**src/rtl/sweep_counter.sv**
```systemverilog
// Bounded up/down sweep generator with one-shot and continuous modes.
// Optional build macro SWEEP_BOUNCE_EN: continuous mode bounces between LO and HI instead of reloading.
module sweep_counter #(
  parameter int unsigned WIDTH = 8,
  parameter int unsigned LO    = 0,
  parameter int unsigned HI    = 255
) (
  input  logic             clk,
  input  logic             rst,
  input  logic             en,
  input  logic             stop,
  input  logic             pause,
  input  logic             dir,
  input  logic             cont,
  input  logic [WIDTH-1:0] step,
  output logic [WIDTH-1:0] i,
  output logic             valid,
  output logic             busy,
  output logic             done,
  output logic [15:0]      wraps
);

  localparam int unsigned WX = WIDTH + 1;
  localparam logic [WIDTH-1:0] LO_V = WIDTH'(LO);
  localparam logic [WIDTH-1:0] HI_V = WIDTH'(HI);
  localparam logic [WIDTH:0]   LO_X = WX'(LO);
  localparam logic [WIDTH:0]   HI_X = WX'(HI);

  typedef enum logic [1:0] {
    IDLE = 2'd0,
    RUN  = 2'd1,
    DONE = 2'd2
  } state_t;

  state_t           state_q, state_d;
  logic             dir_q, dir_d;
  logic             cont_q, cont_d;
  logic [WIDTH-1:0] step_q, step_d;
  logic [WIDTH-1:0] i_d;
  logic             valid_d, busy_d, done_d;
  logic [15:0]      wraps_d;
`ifdef SWEEP_BOUNCE_EN
  logic             sdir_q, sdir_d;
`endif

  // Bound test is done one bit wider so i never wraps modulo 2^WIDTH.
  logic [WIDTH:0]   sum_x;
  logic [WIDTH:0]   floor_x;
  logic             up_end, dn_end, at_bound;
  logic [WIDTH-1:0] next_val;
  logic [WIDTH-1:0] start_val;
  logic [15:0]      wraps_inc;

  always_comb begin
    sum_x     = {1'b0, i} + {1'b0, step_q};
    floor_x   = LO_X + {1'b0, step_q};
    up_end    = sum_x > HI_X;
    dn_end    = {1'b0, i} < floor_x;
    at_bound  = dir_q ? dn_end : up_end;
    next_val  = dir_q ? (i - step_q) : (i + step_q);
    start_val = dir_q ? HI_V : LO_V;
    wraps_inc = (wraps != 16'hFFFF) ? (wraps + 16'd1) : wraps;
  end

  // Next-state and next-output logic; stop overrides everything except reset.
  always_comb begin
    state_d = state_q;
    dir_d   = dir_q;
    cont_d  = cont_q;
    step_d  = step_q;
    i_d     = i;
    valid_d = 1'b0;
    busy_d  = 1'b0;
    done_d  = 1'b0;
    wraps_d = wraps;
`ifdef SWEEP_BOUNCE_EN
    sdir_d  = sdir_q;
`endif
    if (stop) begin
      state_d = IDLE;
    end else begin
      case (state_q)
        IDLE: begin
          if (en) begin
            state_d = RUN;
            dir_d   = dir;
            cont_d  = cont;
            step_d  = (step == '0) ? WIDTH'(1) : step;
            i_d     = dir ? HI_V : LO_V;
            wraps_d = 16'd0;
            valid_d = 1'b1;
            busy_d  = 1'b1;
`ifdef SWEEP_BOUNCE_EN
            sdir_d  = dir;
`endif
          end
        end
        RUN: begin
          busy_d = 1'b1;
          if (!pause) begin
            if (!at_bound) begin
              i_d     = next_val;
              valid_d = 1'b1;
            end else if (cont_q) begin
              valid_d = 1'b1;
`ifdef SWEEP_BOUNCE_EN
              // Clamp to the bound just reached and turn around; a full
              // round trip completes when the start-side bound is reached.
              dir_d = ~dir_q;
              i_d   = dir_q ? LO_V : HI_V;
              if (dir_q != sdir_q) begin
                wraps_d = wraps_inc;
              end
`else
              i_d     = start_val;
              wraps_d = wraps_inc;
`endif
            end else begin
              state_d = DONE;
              busy_d  = 1'b0;
              done_d  = 1'b1;
            end
          end
        end
        DONE: begin
          state_d = IDLE;
        end
        default: begin
          state_d = IDLE;
        end
      endcase
    end
  end

  always_ff @(posedge clk) begin
    if (rst) begin
      state_q <= IDLE;
      dir_q   <= 1'b0;
      cont_q  <= 1'b0;
      step_q  <= '0;
      i       <= LO_V;
      valid   <= 1'b0;
      busy    <= 1'b0;
      done    <= 1'b0;
      wraps   <= 16'd0;
`ifdef SWEEP_BOUNCE_EN
      sdir_q  <= 1'b0;
`endif
    end else begin
      state_q <= state_d;
      dir_q   <= dir_d;
      cont_q  <= cont_d;
      step_q  <= step_d;
      i       <= i_d;
      valid   <= valid_d;
      busy    <= busy_d;
      done    <= done_d;
      wraps   <= wraps_d;
`ifdef SWEEP_BOUNCE_EN
      sdir_q  <= sdir_d;
`endif
    end
  end

endmodule

```
**config.mk**
```make
export PLATFORM = sky130hd
export DESIGN_NAME = sweep_counter
export DESIGN_NICKNAME = d
export VERILOG_FILES = /design/src/rtl/sweep_counter.sv
export SDC_FILE = /design/constraint.sdc
export NUM_CORES = 1
export LEC_CHECK = 0
export CAP_MARGIN = 25
export CELL_PAD_IN_SITES_DETAIL_PLACEMENT = 1
export CELL_PAD_IN_SITES_GLOBAL_PLACEMENT = 1
export CORE_ASPECT_RATIO = 0.75
export CORE_MARGIN = 5
export CORE_UTILIZATION = 35
export CTS_BUF_LIST = sky130_fd_sc_hd__clkbuf_8 sky130_fd_sc_hd__clkbuf_16
export DETAILED_ROUTE_END_ITERATION = 10
export DONT_BUFFER_PORTS = 1
export PLACE_DENSITY = 0.73
export SLEW_MARGIN = 20
export SYNTH_ARGS = -nofsm -noshare
export SYNTH_HDL_FRONTEND = slang
export SYNTH_SLANG_ARGS = --single-unit
```
**constraint.sdc**
```tcl
create_clock -name clk -period 6.7 [get_ports clk]
set_input_delay 2.01 -clock clk [delete_from_list [all_inputs] [get_ports clk]]
set_output_delay 2.01 -clock clk [all_outputs]
set_load 0.1 [all_outputs]
```
==> run summary <==
## Timing
• **Final Skew** 0.00447 ns
• **Finish-stage setup viols** 0
• **crit share post-route** 0.588
• **hold violation count in the final report** 0
• **Slew headroom** 0.278
• **unrepaired setup endpoints after global routing** false
• **Post-Route Setup TNS** 0 ns
• **final number of max-transition violations** 0
• **worst-margin pin slew** 1.08 ns
• **maximum clock frequency** 254 MHz
• **time the final worst path needs with I/O delays and setup** 3.94 ns

## Clock network
• **deepest clock path buffer count** 2
• **clock latency at the later pin of the worst-skew pair** 0.29 ns
• **register clock-pin slew on the reported worst setup and hold paths** 0.08 ns
• **Hold-fix buffers, CTS** 0
• **clock net sink count** 39
• **setup bufs post-CTS** 0
• **TritonCTS clock tree** done
• **number of clock buffers inserted by TritonCTS** 5
• **root buffer selected by CTS** sky130_fd_sc_hd__clkbuf_8
• **H-tree lvl count** 2
• **number of resized instances in the post-cts repair step** 0

## Global route
• **GR Util All Layers** 0.169
• **first-pass GRT wire length** 12.4 mm
• **pin count of the biggest net entering global routing** 40
• **grt total ovfl** 0
• **number of antenna violations at the first check in global routing** 0
• **vias in the first global route** 2349

## Setup path
• **startpoint type of the worst setup path** flip-flop
• **Buffers & Inverters on Critical Path** 0
• **r2r setup slk** 2.76 ns
• **Req. time, crit path** 6.90 ns
• **delay of the slowest cell on the worst path** 1.01 ns
• **critical register-to-register path startpoint** i[4]$_SDFFE_PP0P_
• **number of cells traversed by the worst register-to-register path** 8
• **type of destination of the critical path** flip-flop
• **signal arrival time at the worst endpoint** 4.14 ns
• **critical setup path kind** flip-flop to flip-flop
• **maximum fanout along the worst path** 13
• **reg-to-reg critical path endpoint** i[1]$_SDFFE_PP0P_
• **kind of cell adding the most delay to the critical path** simple AND/OR/NAND/NOR gates
• **cells along the critical path** ha_1, nor3b_1, or4_4, o311ai_4, a311oi_1, nor2_1, o311ai_0, o31ai_1
• **cell at the slowest stage of the critical path** sky130_fd_sc_hd__dfxtp_1

## Final layout
• **most frequent standard cell in the layout excluding fill and tap cells** sky130_fd_sc_hd__dfxtp_1
• **antenna fix cells** 0
• **fraction of the core area covered by cells at the end of the flow** 0.421
• **area grow syn2layout** 15.3%
• **count of fill cells added during filler insertion** 827
• **share of final-layout standard cells stronger than drive strength 1** 0.0741
• **most frequent cells in the layout** sky130_fd_sc_hd__dfxtp_1, sky130_fd_sc_hd__a21oi_1, sky130_fd_sc_hd__nand2_1
• **Final #Nets** 357

## Logic synthesis
• **dominant synthesized flop cell** sky130_fd_sc_hd__dfxtp_1
• **combinational family with the most area after synthesis** simple AND/OR/NAND/NOR gates
• **xor and xnor fraction of the mapped netlist area** 0.0346
• **Post-Syn Instances** 319
• **fraction of synthesized area in multiplexers** 0.00792
• **cell area after synthesis** 2530 sq um
• **largest area contributor in the synthesized netlist** sky130_fd_sc_hd__dfxtp_1
• **post-synth top area share** 0.309
• **fraction of registers with async set or reset after synthesis** 0
• **synthesis warning total** 0
• **post-synthesis sequential element count** 39
• **biggest area contributors in the synthesized netlist** sky130_fd_sc_hd__dfxtp_1, sky130_fd_sc_hd__ha_1, sky130_fd_sc_hd__a21oi_1
• **post-synth cell types** 52
• **syn nets** 353
• **fraction of the mapped netlist area in simple logic gates** 0.266
• **share of the synthesized area in compound gates (AO/OA/AOI/OAI)** 0.230
• **Avg Cell Area, Syn** 7.93 sq um
• **sequential fraction of the synthesis area** 0.309
• **fraction of the mapped netlist area in adder cells** 0.100
• **number of enable-type register cells in the synthesized netlist** 0

## Route
• **Antenna Nets Post-Route** 0
• **number of search-and-repair iterations in the first detailed-routing pass** 4
• **via density per instance** 5.61
• **number of DRC violations after detailed routing** 0
• **DRC violation total after the first TritonRoute iteration** 121
• **detailed-route via count** 2368
• **drt total wl** 7.65 mm
• **average wire per cell in the routed design** 18.1 um

## Min path
• **startpoint of the tightest hold check path** step_q[2]$_SDFFE_PP0P_
• **end point of the most critical hold path** step_q[2]$_SDFFE_PP0P_
• **Hold Crit Class** flip-flop to flip-flop
• **depth of the worst hold-timing path** 2

## Pwr
• **worst IR drop on VDD** 0.107 mV
• **Logic pwr share** 0.147
• **Switching Share** 0.297
• **Internal Power** 421 uW
• **NetSw** 178 uW
• **power density over cell area** 206 nW/um^2
• **P_leak** 0.00103 uW
• **part of the power in the clock network** 0.396
• **sequential share of power** 0.457

## Floorplan
• **Die Area** 9040 sq um
• **Core Rows** 26
• **die span in y** 83.6 um
• **x dimension of the die** 108 um
• **Placeable Area** 6930 sq um
• **I/O Pins** 42
• **starting utilization of the core area** 0.365

## Flow run
• **max_cap viols** 0

## Placed design
• **routability congestion estimate** 0.841
• **half-perimeter wire length after detailed placement** 5.68 mm
• **Buffers on Ports** 0

## Outcome
• **run status** completed

-- tightest hold or removal path: stages, from the launching register on --
cell and delay [ns]:
sky130_fd_sc_hd__dfxtp_1 0.34, sky130_fd_sc_hd__nand2_1 0.06, sky130_fd_sc_hd__a21oi_1 0.05
-- registers in the layout (all words and copies together), names as in the netlist --
signal	flops
wraps	16
i	8
step_q	8
state_q	2
busy	1
cont_q	1
dir_q	1
done	1
valid	1
-- synth_stat cells (all sizes together), types with 3 or more instances --
| cell type | n |
|---|---|
| inv | 17 |
| clkbuf | 10 |
| a211oi | 5 |
| o31ai | 3 |
| or3 | 8 |
| dfxtp | 39 |
| nand4 | 3 |
| xnor2 | 5 |
| o21ai | 16 |
| or4 | 6 |
| xor2 | 5 |
| and2 | 3 |
| o211ai | 4 |
| nor2b | 9 |
| nor3b | 3 |
| nor3 | 7 |
| or3b | 3 |
| nand3 | 12 |
| nand2b | 4 |
| a31oi | 5 |
| nor4 | 5 |
| and3 | 7 |
| ha | 17 |
| a21oi | 35 |
| buf | 6 |
| o311ai | 3 |
| nand2 | 33 |
| nor2 | 22 |
-- power by group through the flow --
| stage | clock network [uW] | logic (uW) | registers [uW] |
|---|---|---|---|
| final | 237 | 88.1 | 274 |
| after global routing | 247 | 96.9 | 276 |
| after CTS | 242 | 87.4 | 275 |
| after detailed placement | 0 | 86.4 | 280 |
| after global placement | 0 | 79.3 | 282 |
| after floorplan | 0 | 69.0 | 278 |
-- cell families (layout without fill, tap and decap cells) --
| family | count (synthesis) | after routing |
|---|---|---|
| simple gates | 128 | 128 |
| compound gates | 88 | 88 |
| mux | 2 | 2 |
| fa+ha+maj | 19 | 19 |
| buf+inv | 33 | 38 |
| xor+xnor | 10 | 10 |
| flops | 39 | 39 |
-- layer usage --
metal  global-route usage  up-vias  part of all wire
li1                     -     1167                 -
met1                0.239     1143              0.49
met2                0.255       54              0.43
met3               0.0487        4             0.069
met4               0.0356        0            0.0089
met5                    0        -                 0
-- final cells by class --
cell class,count,area [sq um],share of cell area
Clock buffer,5,68.8,0.0236
Clock inverter,3,63.8,0.0219
Inverter,17,63.8,0.0219
Multi-Input combinational cell,247,1610,0.553
Sequential cell,39,781,0.268
Tap cell,98,123,0.0421
Timing Repair Buffer,13,203,0.0695
-- worst max-delay path by stage --
| stage | end | cells after the start | start | slack (ns) |
|---|---|---|---|---|
| after floorplan | wraps[15]$_SDFFE_PP0P_ | 6 | en | 3.17 |
| after global placement | wraps[6]$_SDFFE_PP0P_ | 6 | en | 2.80 |
| after detailed placement | wraps[6]$_SDFFE_PP0P_ | 6 | en | 2.73 |
| after CTS | i[1]$_SDFFE_PP0P_ | 8 | i[4]$_SDFFE_PP0P_ | 2.76 |
| after global routing | i[1]$_SDFFE_PP0P_ | 8 | i[4]$_SDFFE_PP0P_ | 2.53 |
| final | i[1]$_SDFFE_PP0P_ | 8 | i[4]$_SDFFE_PP0P_ | 2.76 |
-- per-stage QoR --
step	setup slack [ns]	cell area [sq um]	std cells	hold slack (ns)	power, uW
after floorplan	3.17	2530	319	0.436	347
after global placement	2.80	2590	402	0.459	361
after global routing	2.53	2920	422	0.510	620
final	2.76	2920	422	0.483	600
after CTS	2.76	2780	414	0.487	604
after detailed placement	2.73	2650	406	0.475	366
Power figures use the tool's default switching activity.
